**config.mk**
```make
export PLATFORM = sky130hd
export DESIGN_NAME = fan_mode_controller_flat
export DESIGN_NICKNAME = d
export VERILOG_FILES = /design/src/rtl/fan_ctrl_pkg.sv /design/src/rtl/fan_mode_controller_if.sv /design/src/rtl/tick_gen.sv /design/src/rtl/fan_mode_controller.sv /design/src/flat_wrapper.sv
export SDC_FILE = /design/constraint.sdc
export NUM_CORES = 1
export LEC_CHECK = 0
export CAP_MARGIN = 15
export CELL_PAD_IN_SITES_DETAIL_PLACEMENT = 1
export CELL_PAD_IN_SITES_GLOBAL_PLACEMENT = 2
export CORE_MARGIN = 5
export CORE_UTILIZATION = 32
export CTS_BUF_LIST = sky130_fd_sc_hd__clkbuf_8
export DETAILED_ROUTE_END_ITERATION = 8
export GPL_TIMING_DRIVEN = 0
export PLACE_DENSITY = 0.78
export SLEW_MARGIN = 15
export SYNTH_ARGS = -nofsm -noshare
export SYNTH_HDL_FRONTEND = slang
export SYNTH_SLANG_ARGS = --single-unit
```
**constraint.sdc**
```tcl
create_clock -name clk -period 2.2 [get_ports clk]
set_clock_uncertainty 0.05 [all_clocks]
set_input_delay 0.55 -clock clk [delete_from_list [all_inputs] [get_ports clk]]
set_output_delay 0.55 -clock clk [all_outputs]
set_load 0.03 [all_outputs]
```
**src/rtl/fan_ctrl_pkg.sv**
```systemverilog
// Shared encodings and limits for the fan mode controller.
package fan_ctrl_pkg;

  typedef logic [1:0] state_t;

  localparam state_t S_OFF   = 2'd0;
  localparam state_t S_SPEED = 2'd1;
  localparam state_t S_TSET  = 2'd2;
  localparam state_t S_TRUN  = 2'd3;

  localparam logic [1:0] SPEED_MIN = 2'd1;
  localparam logic [1:0] SPEED_MAX = 2'd3;

  localparam logic [6:0] DUTY_L1_DEF = 7'd30;
  localparam logic [6:0] DUTY_L2_DEF = 7'd60;
  localparam logic [6:0] DUTY_L3_DEF = 7'd90;

  // Saturating speed step; callers guarantee up and dn are never both set.
  function automatic logic [1:0] speed_step(input logic [1:0] speed,
                                            input logic up,
                                            input logic dn);
    if (up && (speed < SPEED_MAX)) return speed + 2'd1;
    if (dn && (speed > SPEED_MIN)) return speed - 2'd1;
    return speed;
  endfunction

endpackage

```
**src/rtl/fan_mode_controller_if.sv**
```systemverilog
// Button, countdown-timer and PWM signals around the fan mode controller.
interface fan_mode_controller_if;
  logic       power_btn;
  logic       mode_btn;
  logic       up_btn;
  logic       down_btn;
  logic       start_btn;
  logic       timer_running;
  logic       timer_mode;
  logic       t_inc;
  logic       t_dec;
  logic       t_start;
  logic       tick_1hz;
  logic [6:0] duty;
  logic       fan_on;
  logic [1:0] state_code;
  logic       timer_done;

  // master: debouncers + countdown timer + PWM side; slave: the controller
  modport master (
    output power_btn, mode_btn, up_btn, down_btn, start_btn, timer_running,
    input  timer_mode, t_inc, t_dec, t_start, tick_1hz, duty, fan_on,
           state_code, timer_done
  );

  modport slave (
    input  power_btn, mode_btn, up_btn, down_btn, start_btn, timer_running,
    output timer_mode, t_inc, t_dec, t_start, tick_1hz, duty, fan_on,
           state_code, timer_done
  );
endinterface

```
**src/rtl/tick_gen.sv**
```systemverilog
// Free-running 1 Hz tick divider; clr restarts a full-length period.
module tick_gen #(
  parameter int CLK_FREQ_HZ = 100_000_000
) (
  input  logic clk,
  input  logic rst,
  input  logic clr,
  output logic tick
);

  localparam int CW = (CLK_FREQ_HZ > 1) ? $clog2(CLK_FREQ_HZ) : 1;
  localparam logic [CW-1:0] LAST = CW'(CLK_FREQ_HZ - 1);

  logic [CW-1:0] count_reg, count_next;
  logic          tick_reg;

  always_comb begin
    if (clr || (count_reg == LAST)) count_next = '0;
    else                            count_next = count_reg + CW'(1);
  end

  // tick is high exactly while the counter holds its last value
  always_ff @(posedge clk) begin
    if (rst) begin
      count_reg <= '0;
      tick_reg  <= 1'b0;
    end else begin
      count_reg <= count_next;
      tick_reg  <= (count_next == LAST);
    end
  end

  assign tick = tick_reg;

endmodule

```
**src/rtl/fan_mode_controller.sv**
```systemverilog
// Top-level sequencer for the PWM fan: turns button pulses into speed and
// countdown-timer control, and switches the fan off when the timer expires.
module fan_mode_controller
  import fan_ctrl_pkg::*;
#(
  parameter int         CLK_FREQ_HZ = 100_000_000,
  parameter logic [6:0] DUTY_L1     = DUTY_L1_DEF,
  parameter logic [6:0] DUTY_L2     = DUTY_L2_DEF,
  parameter logic [6:0] DUTY_L3     = DUTY_L3_DEF
) (
  input logic                  clk,
  input logic                  rst,
  fan_mode_controller_if.slave bus
);

  state_t     state_reg, state_next;
  logic [1:0] speed_reg, speed_next;
  logic       run_prev_reg;
  logic       timer_mode_reg, timer_mode_next;
  logic       t_inc_reg, t_inc_next;
  logic       t_dec_reg, t_dec_next;
  logic       t_start_reg, t_start_next;
  logic       timer_done_reg, timer_done_next;
  logic       fan_on_reg, fan_on_next;
  logic [6:0] duty_reg, duty_next;
  logic       tick_w;

  // Button priority: power > mode > start > up/down (up+down together cancel)
  logic power_sel, mode_sel, start_sel, step_up, step_dn, expiry;
  assign power_sel = bus.power_btn;
  assign mode_sel  = !bus.power_btn && bus.mode_btn;
  assign start_sel = !bus.power_btn && !bus.mode_btn && bus.start_btn;
  assign step_up   = !bus.power_btn && !bus.mode_btn && !bus.start_btn
                     && bus.up_btn && !bus.down_btn;
  assign step_dn   = !bus.power_btn && !bus.mode_btn && !bus.start_btn
                     && bus.down_btn && !bus.up_btn;
  assign expiry    = run_prev_reg && !bus.timer_running;

  always_ff @(posedge clk) begin
    if (rst) begin
      state_reg      <= S_OFF;
      speed_reg      <= SPEED_MIN;
      run_prev_reg   <= 1'b0;
      timer_mode_reg <= 1'b0;
      t_inc_reg      <= 1'b0;
      t_dec_reg      <= 1'b0;
      t_start_reg    <= 1'b0;
      timer_done_reg <= 1'b0;
      fan_on_reg     <= 1'b0;
      duty_reg       <= 7'd0;
    end else begin
      state_reg      <= state_next;
      speed_reg      <= speed_next;
      run_prev_reg   <= bus.timer_running;
      timer_mode_reg <= timer_mode_next;
      t_inc_reg      <= t_inc_next;
      t_dec_reg      <= t_dec_next;
      t_start_reg    <= t_start_next;
      timer_done_reg <= timer_done_next;
      fan_on_reg     <= fan_on_next;
      duty_reg       <= duty_next;
    end
  end

  always_comb begin
    state_next = state_reg;
    speed_next = speed_reg;
    case (state_reg)
      S_OFF: begin
        if (power_sel) state_next = S_SPEED;
      end
      S_SPEED: begin
        if (power_sel)     state_next = S_OFF;
        else if (mode_sel) state_next = S_TSET;
        else               speed_next = speed_step(speed_reg, step_up, step_dn);
      end
      S_TSET: begin
        // a start the timer ignores (set value 0) never raises running
        if (power_sel)              state_next = S_OFF;
        else if (mode_sel)          state_next = S_SPEED;
        else if (bus.timer_running) state_next = S_TRUN;
      end
      S_TRUN: begin
        if (power_sel)     state_next = S_OFF;
        else if (mode_sel) state_next = S_SPEED;
        else begin
          speed_next = speed_step(speed_reg, step_up, step_dn);
          if (expiry) state_next = S_OFF;
        end
      end
      default: state_next = S_OFF;
    endcase
  end

  // Registered-output next values; duty/fan_on follow the current state and
  // speed, so they land one cycle after any change.
  always_comb begin
    timer_mode_next = (state_next == S_TSET) || (state_next == S_TRUN);
    t_inc_next      = (state_reg == S_TSET) && step_up;
    t_dec_next      = (state_reg == S_TSET) && step_dn;
    t_start_next    = (state_reg == S_TSET) && start_sel;
    timer_done_next = (state_reg == S_TRUN) && !power_sel && !mode_sel && expiry;
    fan_on_next     = (state_reg != S_OFF);
    duty_next       = 7'd0;
    if (state_reg != S_OFF) begin
      case (speed_reg)
        2'd2:    duty_next = DUTY_L2;
        2'd3:    duty_next = DUTY_L3;
        default: duty_next = DUTY_L1;
      endcase
    end
  end

  tick_gen #(.CLK_FREQ_HZ(CLK_FREQ_HZ)) u_tick_gen (
    .clk  (clk),
    .rst  (rst),
    .clr  (t_start_reg),
    .tick (tick_w)
  );

  assign bus.timer_mode = timer_mode_reg;
  assign bus.t_inc      = t_inc_reg;
  assign bus.t_dec      = t_dec_reg;
  assign bus.t_start    = t_start_reg;
  assign bus.tick_1hz   = tick_w;
  assign bus.duty       = duty_reg;
  assign bus.fan_on     = fan_on_reg;
  assign bus.state_code = state_reg;
  assign bus.timer_done = timer_done_reg;

endmodule

```
**src/flat_wrapper.sv**
```systemverilog
// flat-port wrapper written by rule: the top's interface ports become plain ports
module fan_mode_controller_flat import fan_ctrl_pkg::*;
#(
  parameter int         CLK_FREQ_HZ = 100_000_000,
  parameter logic [6:0] DUTY_L1     = DUTY_L1_DEF,
  parameter logic [6:0] DUTY_L2     = DUTY_L2_DEF,
  parameter logic [6:0] DUTY_L3     = DUTY_L3_DEF
)
  (clk, rst, bus_power_btn, bus_mode_btn, bus_up_btn, bus_down_btn, bus_start_btn, bus_timer_running, bus_timer_mode, bus_t_inc, bus_t_dec, bus_t_start, bus_tick_1hz, bus_duty, bus_fan_on, bus_state_code, bus_timer_done);
  fan_mode_controller_if bus_i ();
  input logic clk;
  input logic rst;
  input wire logic [$bits(bus_i.power_btn)-1:0] bus_power_btn;
  input wire logic [$bits(bus_i.mode_btn)-1:0] bus_mode_btn;
  input wire logic [$bits(bus_i.up_btn)-1:0] bus_up_btn;
  input wire logic [$bits(bus_i.down_btn)-1:0] bus_down_btn;
  input wire logic [$bits(bus_i.start_btn)-1:0] bus_start_btn;
  input wire logic [$bits(bus_i.timer_running)-1:0] bus_timer_running;
  output wire logic [$bits(bus_i.timer_mode)-1:0] bus_timer_mode;
  output wire logic [$bits(bus_i.t_inc)-1:0] bus_t_inc;
  output wire logic [$bits(bus_i.t_dec)-1:0] bus_t_dec;
  output wire logic [$bits(bus_i.t_start)-1:0] bus_t_start;
  output wire logic [$bits(bus_i.tick_1hz)-1:0] bus_tick_1hz;
  output wire logic [$bits(bus_i.duty)-1:0] bus_duty;
  output wire logic [$bits(bus_i.fan_on)-1:0] bus_fan_on;
  output wire logic [$bits(bus_i.state_code)-1:0] bus_state_code;
  output wire logic [$bits(bus_i.timer_done)-1:0] bus_timer_done;
  assign bus_i.power_btn = bus_power_btn;
  assign bus_i.mode_btn = bus_mode_btn;
  assign bus_i.up_btn = bus_up_btn;
  assign bus_i.down_btn = bus_down_btn;
  assign bus_i.start_btn = bus_start_btn;
  assign bus_i.timer_running = bus_timer_running;
  assign bus_timer_mode = bus_i.timer_mode;
  assign bus_t_inc = bus_i.t_inc;
  assign bus_t_dec = bus_i.t_dec;
  assign bus_t_start = bus_i.t_start;
  assign bus_tick_1hz = bus_i.tick_1hz;
  assign bus_duty = bus_i.duty;
  assign bus_fan_on = bus_i.fan_on;
  assign bus_state_code = bus_i.state_code;
  assign bus_timer_done = bus_i.timer_done;
  fan_mode_controller #(.CLK_FREQ_HZ(CLK_FREQ_HZ), .DUTY_L1(DUTY_L1), .DUTY_L2(DUTY_L2), .DUTY_L3(DUTY_L3)) u_core (.clk(clk), .rst(rst), .bus(bus_i));
endmodule
```
Word-level counts from Yosys, hierarchy flattened:

Cells that the tools add are included.
W data, S select, Z words.

* $add $sub $neg: 3
* magnitude comparators: 2
* equal/unequal tests: 15
* multiplexer cells: 37
* bitwise operators: 1
* reduce and logical (&&, ||, !) cells: 31

Operators with widths (number)
* $eq A27 B27 Y1 const B: 2
* $mux W2: 19
* $add A27 B1 Y27 const B: 1
* $mux W27: 1
* $logic_and A1 B1 Y1: 17
* $mux W1: 14
* $pmux W7 S2: 1
* $eq A2 B2 Y1 const B: 6
* $ne A2 B2 Y1 const B: 4
* $pmux W2 S4: 1
* $logic_not A1 Y1: 7
* $reduce_and A7 Y1: 1
* $ne A3 B1 Y1 const B: 2
* $pmux W2 S2: 1
* $reduce_bool A2 Y1: 2
* $add A2 B1 Y2 const B: 1
* $eq A2 B1 Y1 const B: 1
* $gt A2 B1 Y1 const B: 1
* $logic_not A2 Y1: 1
* $logic_or A1 B1 Y1: 2
* $lt A2 B2 Y1 const B: 1
* $reduce_or A2 Y1: 1
* $sub A2 B1 Y2 const B: 1
* $not A1 Y1: 1

* register bits after elaboration: 46
* input bits: 8
* logic and storage cells: 101

Longest topological paths before layout:

Gate-level depths: netlist (run 1).

* depth after elaboration: 19
* mapped depth: 8
* mapped depth without buffers: 7

Modules after synthesis:

Synthesis (run 1) repeated with hierarchy kept, for this count alone.

* cells, all modules: 249
* area, all modules: 2214.6 µm²

By module, submodules not included
* tick_gen: times used 1, cells an instance 184, area an instance 1524.0 µm², sequential area each 560.5 µm²
* fan_mode_controller: times used 1, cells an instance 65, area an instance 690.7 µm², sequential area each 320.3 µm²

Least setup slack after synthesis (run 1):

No wires, ideal clock.

* path type: register to register
* start point: reg u_core.u_tick_gen.count_reg[0]
* end point: reg u_core.u_tick_gen.tick_reg, in the netlist u_core.u_tick_gen.tick
* setup time: 0.088 ns
* arrival: 2.001 ns
* data required time: 2.062 ns
* slack: 0.061 ns
* stages on the path, launching flop included: 8
* buffers on the path: 0
* period minus slack after synthesis: 2.139 ns
* cell sequence: dfxtp_1 > ha_1 > nand4_2 > nor2_2 > nand4_1 > xor2_1 > or4b_1 > nor4_2

* word-level cells in the longest chain between the ends: 4

RTL lines
* from (decl): RTL line tick_gen.sv:14 `logic [CW-1:0] count_reg, count_next;`
* from (signal assigned): RTL line tick_gen.sv:28 `count_reg <= count_next;`
* parallel branches: the longest is 2 deep, another holds $add A27 B1 Y27
* $mux W27 *: RTL line tick_gen.sv:18 `if (clr || (count_reg == LAST)) count_next = '0;`
* $eq A27 B27 Y1 *: RTL line tick_gen.sv:29 `tick_reg <= (count_next == LAST);`
* to (signal assigned): RTL line tick_gen.sv:29
* to (decl): RTL line tick_gen.sv:15 `logic tick_reg;`

Every way passes the cells marked *.
A chain may end at the register's enable or synchronous reset.

Worst setup path after layout (run 1):

* start point: reg u_core.u_tick_gen.count_reg[9]
* end point: reg u_core.u_tick_gen.tick_reg, in the netlist u_core.u_tick_gen.tick

Same word-level chain as after synthesis.

==> run_results.csv, run 1 <==
group,metric,value,unit
timing,hold_viol,0,
critical_path,worstSetupStartpoint,"u_core.u_tick_gen.count_reg[9]",
yosys,synth_common_cells,"dfxtp_1, nor2_1, nand2_1",
timing,max_clock_freq,0.458,GHz
cts,path_clk_slew,0.09,ns
cts,cts_hold_buf,0,
yosys,ys_seq_area_share,40.2,%
grt,antenna_found_initial,0,
cts,clk_latency,0.30,ns
floorplan,fp.dieW,92.8,um
placement,port_buffers,22,
job,max-cap-violations,0,
critical_path,criticalPathCategory,"register to register",
power_and_ir_drop,vdd.ir_drop.worst,0.214,mV
routing,finalWirelength,5720,um
cells_and_area,drive_gt1_share,27.4,%
yosys,yosys.area.top_type_share,40.2,%
status,status,"finished clean",
cells_and_area,largest_reg_flops,27,
grt,grt_pass1_vias,1918,
cts,cts_tree,"yes",
timing,setup-violations-final,0,
cells_and_area,nNetsFinal,309,
timing,rsz0062_at_grt,"true",
timing,finalCriticalPeriod,2.18,ns
timing,fin_crit_sh,99.3,%
floorplan,die-area,8610,um2
timing,tns,0,ns
timing,worst_slack,0.0165,ns
hold_path,min_from,"u_core.u_tick_gen.count_reg[0]",
placement,place_ws,-0.549,ns
yosys,synth_flop_cell,"dfxtp_1",
floorplan,rows,30,
critical_path,reg2reg_slack,0.02,ns
critical_path,path_cells,"buf_6 > nand4_4 > buf_4 > nor3_2 > xnor2_1 > nand4_1 > or4b_4 > nor4_4",
critical_path,crit_path_end_kind,"register",
routing,ant_nets,0,
cts,clockBufferDepth,2,
yosys,async_flop_share,0,%
hold_path,hold_path_class,"register to register",
routing,via_per_inst,4.96,
floorplan,io_pins,24,
grt,gr-usage-all-layers,13.7,%
power_and_ir_drop,p_leak,1.12,nW
grt,grt_max_degree,15,
floorplan,die_h,92.8,um
critical_path,arrival,2.35,ns
critical_path,timing.rr.start,"u_core.u_tick_gen.count_reg[9]",
yosys,synth_warnings,0,
placement,gp_congestion,0.769,
yosys,synth_most_common_cell,"dfxtp_1",
critical_path,cp.required,2.36,ns
yosys,synthesis.area,2190,um2
critical_path,cpPeakStageDelay,0.53,ns
routing,wl_per_cell,15.2,um
critical_path,critPathSlowestCell,"or4b_4",
yosys,ys_top_cells_by_area,"dfxtp_1, nor2_1, xor2_1",
floorplan,initial_core_util,32.6,%
yosys,synth_cell_types,53,
cells_and_area,syn_to_final_growth,33.6,%
critical_path,crit_path_start_kind,"register",
timing,slew_violations,0,
placement,dp_hpwl,3920,um
routing,vias,1866,
yosys,yosys.area.top_type,"dfxtp_1",
yosys,syn_nets,260,
cts,cts_max_level,2,
routing,drcViolationCount,0,
grt,grt_pass1_wl,9380,um
cts,cts_inserted_buffers,5,
yosys,synth-seq-cells,44,
critical_path,crit_fanout,3,
cells_and_area,n_antenna_cell,0,
routing,first_pass_iters,4,
cts,cts.sinks,44,
power_and_ir_drop,cellPowerDensity,503,nW/um2
routing,dr.first_iter.drc_count,31,
cts,clock-root-buffer,"clkbuf_8",
yosys,synth.avg_cell_area,8.91,um2
floorplan,core,6720,um2
yosys,netlist_instances,246,
grt,gr-total-overflow,0,
yosys,synth-edff-count,0,
==> where the power goes <==
part / switching, W / internal (W) / total (W)
logic: 0.0000549 / 0.0000483 / 0.000103
registers: 0.0000142 / 0.000807 / 0.000821
clock network: 0.000293 / 0.000254 / 0.000548
total: 0.000362 / 0.00111 / 0.00147
==> placed cells by master, fill, tap and decap left out, types with 3 or more instances in the layout <==
master | netlist | final
nor2_1 | 41 | 40
dfxtp_1 | 44 | 30
buf_4 | 4 | 24
clkdlybuf4s50_1 | 0 | 22
nand2_1 | 15 | 14
xor2_1 | 14 | 14
inv_1 | 13 | 13
xnor2_1 | 12 | 12
dfxtp_2 | 0 | 11
nand3_1 | 7 | 7
nand4_1 | 6 | 6
clkbuf_8 | 0 | 6
buf_6 | 1 | 5
nor3_1 | 7 | 5
o21ai_0 | 5 | 5
ha_1 | 6 | 5
nor4_4 | 1 | 4
or2_2 | 5 | 4
a21oi_1 | 4 | 4
nand4_4 | 1 | 3
nand3b_1 | 3 | 3
a31oi_1 | 4 | 3
nor3b_1 | 3 | 3
dfxtp_4 | 0 | 3
==> cell families after synthesis <==
logic type / Yosys count / synth area share [%]
buffers and inverters: 26 / 5.82
flip-flops: 44 / 40.2
XOR/XNOR: 26 / 10.4
multiplexers: 1 / 0.457
AND/OR/NAND/NOR: 118 / 32.2
AO/OA/AOI/OAI: 24 / 7.36
other: 1 / 0.171
adder cells (fa/ha/maj): 6 / 3.42
==> area by class of cell <==
type / instances / area, um2
Clock buffer: 6 / 82.6
Multi-Input combinational cell: 176 / 1300
Tap cell: 80 / 100
Sequential cell: 44 / 906
Inverter: 13 / 48.8
Timing Repair Buffer: 43 / 378
Fill cell: 772 / 3790
Clock inverter: 2 / 15.0
Buffer: 12 / 96.3
==> routing by layer <==
metal	vias to the layer above	global-route usage, %	wire, um
met4	0	5.37	85
li1	936	-	-
met2	28	24.2	2890
met5	-	0	0
met3	9	3.49	194
met1	893	15.8	2550
==> critical path, delay by kind of cell, from the launching register on <==
kind / cells / cell delay [ns]
AND/OR/NAND/NOR: 5 / 1.28
flip-flops: 1 / 0.33
buffers and inverters: 2 / 0.27
XOR/XNOR: 1 / 0.17
==> final timing paths <==
kind | end | cells past startpoint
worst max-delay path | u_core.u_tick_gen.tick | 8
worst max register to register | u_core.u_tick_gen.tick | 8
worst min register to register | u_core.u_tick_gen.count_reg[0] | 1
worst min-delay path | u_core.u_tick_gen.count_reg[0] | 1
==> per-stage QoR <==
stage | util [%] | total power (W) | area (um2) | hold WS (ns) | cells
4_1_cts | 41.3 | 0.00150 | 2770 | 0.417 | 366
2_1_floorplan | - | 0.000889 | 2190 | 0.385 | 246
3_3_place_gp | 37.4 | 0.000933 | 2510 | 0.401 | 348
5_1_grt | 43.6 | 0.00154 | 2930 | 0.437 | 376
3_5_place_dp | 37.4 | 0.000934 | 2510 | 0.409 | 348
6_report | 43.6 | 0.00147 | 2930 | 0.413 | 376
==> timing repair <==
| item | in CTS | in global routing |
|---|---|---|
| pin swaps | 12 | 11 |
| setup endpoints to repair | 22 | 1 |
| resized for setup | 23 | 20 |
| buffers inserted | 11 | 10 |
Power figures use the tool's default switching activity.
==> run 2: changes to the inputs <==
--- a/config.mk
+++ b/config.mk
@@ -8,13 +8,11 @@
 export CAP_MARGIN = 15
 export CELL_PAD_IN_SITES_DETAIL_PLACEMENT = 1
 export CELL_PAD_IN_SITES_GLOBAL_PLACEMENT = 2
-export CORE_MARGIN = 5
 export CORE_UTILIZATION = 32
 export CTS_BUF_LIST = sky130_fd_sc_hd__clkbuf_8
 export DETAILED_ROUTE_END_ITERATION = 8
 export GPL_TIMING_DRIVEN = 0
 export PLACE_DENSITY = 0.78
-export SLEW_MARGIN = 15
 export SYNTH_ARGS = -nofsm -noshare
 export SYNTH_HDL_FRONTEND = slang
 export SYNTH_SLANG_ARGS = --single-unit
==> run 2 against run 1 <==
  * Sequential cell count unchanged
  * Worst hold slack better by 0.0094 ns
  * Sequential share of layout area up 0.14 points
  * Final cell count down 2.9%
  * Setup slack better by 0.057 ns
  * Via count down 1.6%
  * Register-to-register slack better by 0.06 ns
  * Critical endpoint unchanged
  * Largest power group unchanged
==> run_results.csv, run 2 (synthesis gave the netlist of run 1 again) <==
group,metric,value,unit
cts,path_clk_slew,0.09,ns
routing,ant_nets,0,
cells_and_area,n_antenna_cell,0,
power_and_ir_drop,cellPowerDensity,506,nW/um2
power_and_ir_drop,swShare,23.7,%
placement,place_ws,-0.592,ns
floorplan,fp.dieW,84.8,um
critical_path,criticalPathCategory,"register to register",
cells_and_area,syn_to_final_growth,30.9,%
placement,dp_hpwl,3920,um
cts,cts.sinks,44,
floorplan,io_pins,24,
timing,hold_viol,0,
job,max-cap-violations,0,
floorplan,die-area,7190,um2
placement,port_buffers,22,
power_and_ir_drop,p_leak,1.11,nW
critical_path,arrival,2.29,ns
routing,vias,1837,
timing,slew_violations,0,
timing,worst_slack,0.0733,ns
grt,gr-total-overflow,0,
floorplan,initial_core_util,33.8,%
critical_path,path_cells,"nand4_1 > nor4_4 > nand2_1 > or4b_1 > a211o_1 > nor4_4",
routing,dr.first_iter.drc_count,76,
cells_and_area,nNetsFinal,301,
grt,antenna_found_initial,0,
timing,max_clock_freq,0.470,GHz
cts,clk_latency,0.30,ns
routing,first_pass_iters,4,
routing,finalWirelength,5570,um
cells_and_area,final_cell_mix,"nor2_1, dfxtp_1, clkdlybuf4s50_1",
cells_and_area,largest_reg_flops,27,
cells_and_area,drive_gt1_share,22.2,%
power_and_ir_drop,vdd.ir_drop.worst,0.243,mV
placement,placed_area,2510,um2
hold_path,hold_path_class,"register to register",
floorplan,rows,29,
routing,drcViolationCount,0,
grt,grt_pass1_vias,1839,
critical_path,cpPeakStageDelay,0.47,ns
cells_and_area,postLayoutCoreUtil,44.2,%
power_and_ir_drop,internal-power,0.00111,W
placement,gp_congestion,0.813,
timing,rsz0062_at_grt,"true",
floorplan,core,6490,um2
routing,wl_per_cell,15.2,um
power_and_ir_drop,clkPwrFrac,35.9,%
critical_path,cp_top_family,"simple AND/OR/NAND/NOR gates",
critical_path,crit_path_start_kind,"register",
status,status,"finished clean",
timing,tns,0,ns
timing,finalCriticalPeriod,2.13,ns
critical_path,crit_path_end_kind,"register",
cts,cts_tree,"yes",
power_and_ir_drop,power_frac_comb,7.5,%
cts,clock-root-buffer,"clkbuf_8",
grt,grt_pass1_wl,9170,um
cts,clockBufferDepth,2,
timing,fin_crit_sh,96.7,%
cells_and_area,fin_area,2870,um2
floorplan,die_h,84.8,um
power_and_ir_drop,p_sw,0.000345,W
critical_path,cp_num_buf_inv,0,
grt,grt_max_degree,13,
cells_and_area,final_common_cell,"nor2_1",
cts,cts_max_level,2,
critical_path,cp.required,2.36,ns
grt,gr-usage-all-layers,16.3,%
timing,setup-violations-final,0,
cts,cts_inserted_buffers,5,
critical_path,critPathSlowestCell,"or4b_1",
critical_path,crit_path_frequent_cell,"nor4_4",
power_and_ir_drop,p_seq_share,56.6,%
critical_path,crit_fanout,5,
routing,via_per_inst,5.03,
==> run 2: cell count changes in the layout (fill, tap and decap cells not counted), moves of 2 or more <==
cell,before,now
dfxtp_4,3,1
buf_6,5,3
inv_1,13,15
buf_12,0,2
dfxtp_1,30,37
clkinvlp_4,2,0
dfxtp_2,11,6
buf_4,24,16
==> run 2: cell type report <==
class,count,area [um2]
sequential,44,892
tap,77,96.3
inverter,13,48.8
multi-input combinational,176,1310
clock buffer,6,82.6
fill,742,3620
buffer,12,88.8
timing repair buffer,35,343
clock inverter,2,7.51
==> run 2: power groups by stage <==
| stage | sequential, W | combinational [W] | clock, W |
|---|---|---|---|
| global route | 0.000825 | 0.000119 | 0.000581 |
| CTS | 0.000820 | 0.000100 | 0.000539 |
| detailed placement | 0.000837 | 0.0000957 | 0 |
| global placement | 0.000837 | 0.0000953 | 0 |
| finish | 0.000822 | 0.000110 | 0.000521 |
| floorplan | 0.000848 | 0.0000411 | 0 |
==> run 2: routing by layer <==
layer | GRT usage, % | part of all wire (%) | vias to the layer above | wire length [um]
met5 | 0 | 0 | - | 0
met4 | 3.70 | 0.93 | 0 | 52
met3 | 3.05 | 3.3 | 5 | 183
met2 | 25.8 | 46 | 24 | 2540
met1 | 23.0 | 50 | 893 | 2790
li1 | - | - | 915 | -
==> run 2: stage by stage <==
| stage | power (W) | hold slack (ns) | cells |
|---|---|---|---|
| finish | 0.00145 | 0.422 | 365 |
| global route | 0.00153 | 0.437 | 365 |
| CTS | 0.00146 | 0.403 | 359 |
| detailed placement | 0.000933 | 0.417 | 345 |
| global placement | 0.000932 | 0.412 | 345 |
| floorplan | 0.000889 | 0.385 | 246 |
==> run 2: what timing repair did <==
action / in CTS / in global routing
pin swaps: 8 / 6
resized for setup: 15 / 22
hold endpoints to repair: 0 / 0
buffers inserted: 7 / 6
endpoints found under the setup margin: 23 / 22
hold buffers: 0 / 0
==> run 2: worst paths after layout <==
check / endpoint / cells past startpoint / start / slack [ns]
worst max-delay path: u_core.u_tick_gen.tick / 6 / u_core.u_tick_gen.count_reg[19] / 0.07
worst min-delay path: u_core.u_tick_gen.count_reg[0] / 1 / u_core.u_tick_gen.count_reg[0] / 0.42
worst max register to register: u_core.u_tick_gen.tick / 6 / u_core.u_tick_gen.count_reg[19] / 0.07
worst min register to register: u_core.u_tick_gen.count_reg[0] / 1 / u_core.u_tick_gen.count_reg[0] / 0.42
==> run 3: changes to the inputs <==
==> constraint.sdc (replaced) <==
create_clock -name clk -period 1.9 [get_ports clk]
set_clock_uncertainty 0.05 [all_clocks]
set_input_delay 0.475 -clock clk [delete_from_list [all_inputs] [get_ports clk]]
set_output_delay 0.475 -clock clk [all_outputs]
set_load 0.03 [all_outputs]
==> run 3 against run 2 <==
  * The run now ends with setup timing left
  * Critical path depth up 2
  * Setup slack lost 0.31 ns
  * Die area did not move
  * Worst hold slack worse by 0.0098 ns
  * Power up 17%
  * Wire length up 1.5%
  * Utilization rose by 2.4 points
  * Register-to-register slack lost 0.31 ns
  * Sequential power rose by 16%
  * Critical endpoint unchanged
  * Largest cell class unchanged
  * Largest power group unchanged
==> run_results.csv, run 3 (synthesis gave the netlist of run 1 again) <==
group,metric,value,unit
status,status,"complete, but fails checks",
status,violations,"setup timing",
routing,drcViolationCount,0,
placement,port_buffers,22,
timing,max_clock_freq,0.468,GHz
routing,vias,1893,
cells_and_area,nNetsFinal,312,
power_and_ir_drop,p_leak,1.19,nW
cells_and_area,final_cell_mix,"nor2_1, dfxtp_1, buf_4",
critical_path,timing.rr.start,"u_core.u_tick_gen.count_reg[0]",
cts,cts_max_level,2,
timing,fin_crit_sh,112,%
critical_path,worstSetupStartpoint,"u_core.u_tick_gen.count_reg[0]",
grt,grt_max_degree,13,
cells_and_area,syn_to_final_growth,38.0,%
grt,antenna_found_initial,0,
critical_path,rr_worst_depth,8,
hold_path,hold_path_class,"register to register",
floorplan,io_pins,24,
grt,grt_pass1_vias,2001,
job,max-cap-violations,0,
grt,gr-usage-all-layers,17.0,%
cts,clk_latency,0.30,ns
critical_path,cp.required,2.07,ns
routing,via_per_inst,5.03,
timing,setup-violations-final,26,
cts,cts_tree,"yes",
critical_path,crit_path_end_kind,"register",
timing,rsz0062_at_grt,"true",
placement,gp_congestion,0.730,
hold_path,min_from,"u_core.u_tick_gen.count_reg[0]",
floorplan,die_h,84.8,um
hold_path,whs_path_depth,1,
grt,grt_pass1_wl,9570,um
critical_path,criticalPathCategory,"register to register",
cts,path_clk_slew,0.08,ns
timing,worst_slack,-0.236,ns
placement,dp_hpwl,3900,um
power_and_ir_drop,total_power,0.00170,W
cts,cts_inserted_buffers,5,
floorplan,initial_core_util,33.8,%
routing,dr.first_iter.drc_count,57,
power_and_ir_drop,vdd.ir_drop.worst,0.246,mV
routing,finalWirelength,5650,um
cells_and_area,n_antenna_cell,0,
timing,slew_violations,0,
cts,cts.sinks,44,
critical_path,crit_fanout,4,
floorplan,core,6490,um2
cts,clock-root-buffer,"clkbuf_8",
routing,wl_per_cell,15.0,um
cells_and_area,largest_reg_flops,27,
cts,cts_hold_buf,0,
floorplan,die-area,7190,um2
timing,finalCriticalPeriod,2.14,ns
power_and_ir_drop,cellPowerDensity,563,nW/um2
timing,hold_viol,0,
routing,ant_nets,0,
floorplan,rows,29,
cts,clockBufferDepth,2,
critical_path,crit_path_start_kind,"register",
cells_and_area,final_common_cell,"nor2_1",
critical_path,arrival,2.30,ns
routing,first_pass_iters,4,
cells_and_area,drive_gt1_share,29.4,%
grt,gr-total-overflow,0,
floorplan,fp.dieW,84.8,um
cells_and_area,postLayoutCoreUtil,46.6,%
==> run 3: changes by cell type in the layout (fill, tap and decap cells not counted), sizes merged <==
cell / before / now
dlymetal6s2s: 0 / 2
clkdlybuf4s50: 22 / 17
dlygate4sd2: 0 / 3
buf: 23 / 34
==> run 3: worst paths after layout <==
kind                                    endpoint  slack [ns]
setup / recovery          u_core.u_tick_gen.tick       -0.24
hold / removal    u_core.u_tick_gen.count_reg[0]        0.41
setup reg to reg          u_core.u_tick_gen.tick       -0.24
hold reg to reg   u_core.u_tick_gen.count_reg[0]        0.41
==> run 3: area by class of cell <==
type | instances | area, um2
repair buffers | 47 | 468
flip-flops and latches | 44 | 907
well taps | 77 | 96.3
clock buffers | 6 | 82.6
plain buffers | 11 | 105
clock inverters | 2 | 7.51
fillers | 751 | 3470
multi-input cells | 176 | 1310
inverters | 13 | 48.8
==> run 3: through the flow <==
| step | setup slack, ns | cells | hold slack [ns] | instance area, um2 | setup TNS, ns |
|---|---|---|---|---|---|
| 2_1_floorplan | -0.151 | 246 | 0.388 | 2210 | -0.151 |
| 3_3_place_gp | -0.761 | 345 | 0.411 | 2530 | -7.40 |
| 3_5_place_dp | -0.754 | 345 | 0.416 | 2530 | -7.25 |
| 4_1_cts | -0.256 | 371 | 0.420 | 2940 | -3.35 |
| 5_1_grt | -0.348 | 376 | 0.429 | 3030 | -6.83 |
| 6_report | -0.236 | 376 | 0.412 | 3030 | -4.68 |
==> run 3: worst max-delay path: stages (launching register included) <==
cell and delay [ns]:
dfxtp_4 0.39, ha_4 0.16, nand4_4 0.12, buf_4 0.18, xor2_1 0.14, o22ai_1 0.16
nand4_1 0.13, or4b_1 0.49, nor4_2 0.22
==> run 3: metal layers <==
metal  vias to the layer above  global-route usage, %  wire (um)
met5                         -                      0          0
met2                        28                   30.1       2860
li1                        942                      -          -
met1                       916                   20.0       2500
met4                         0                   5.70         72
met3                         7                   4.52        210
==> run 3: repair_timing <==
action,in CTS,in global routing
setup buffers,18,6
setup endpoints to repair,30,29
gates resized for setup,47,17
endpoints found under the hold margin,0,0
pin swaps,21,13
gates cloned,2,0
==> run 3: report_power, final <==
| part | switching (W) | internal [W] | total [W] |
|---|---|---|---|
| sequential | 0.0000162 | 0.000934 | 0.000950 |
| combinational | 0.0000695 | 0.0000766 | 0.000146 |
| clock | 0.000322 | 0.000286 | 0.000608 |
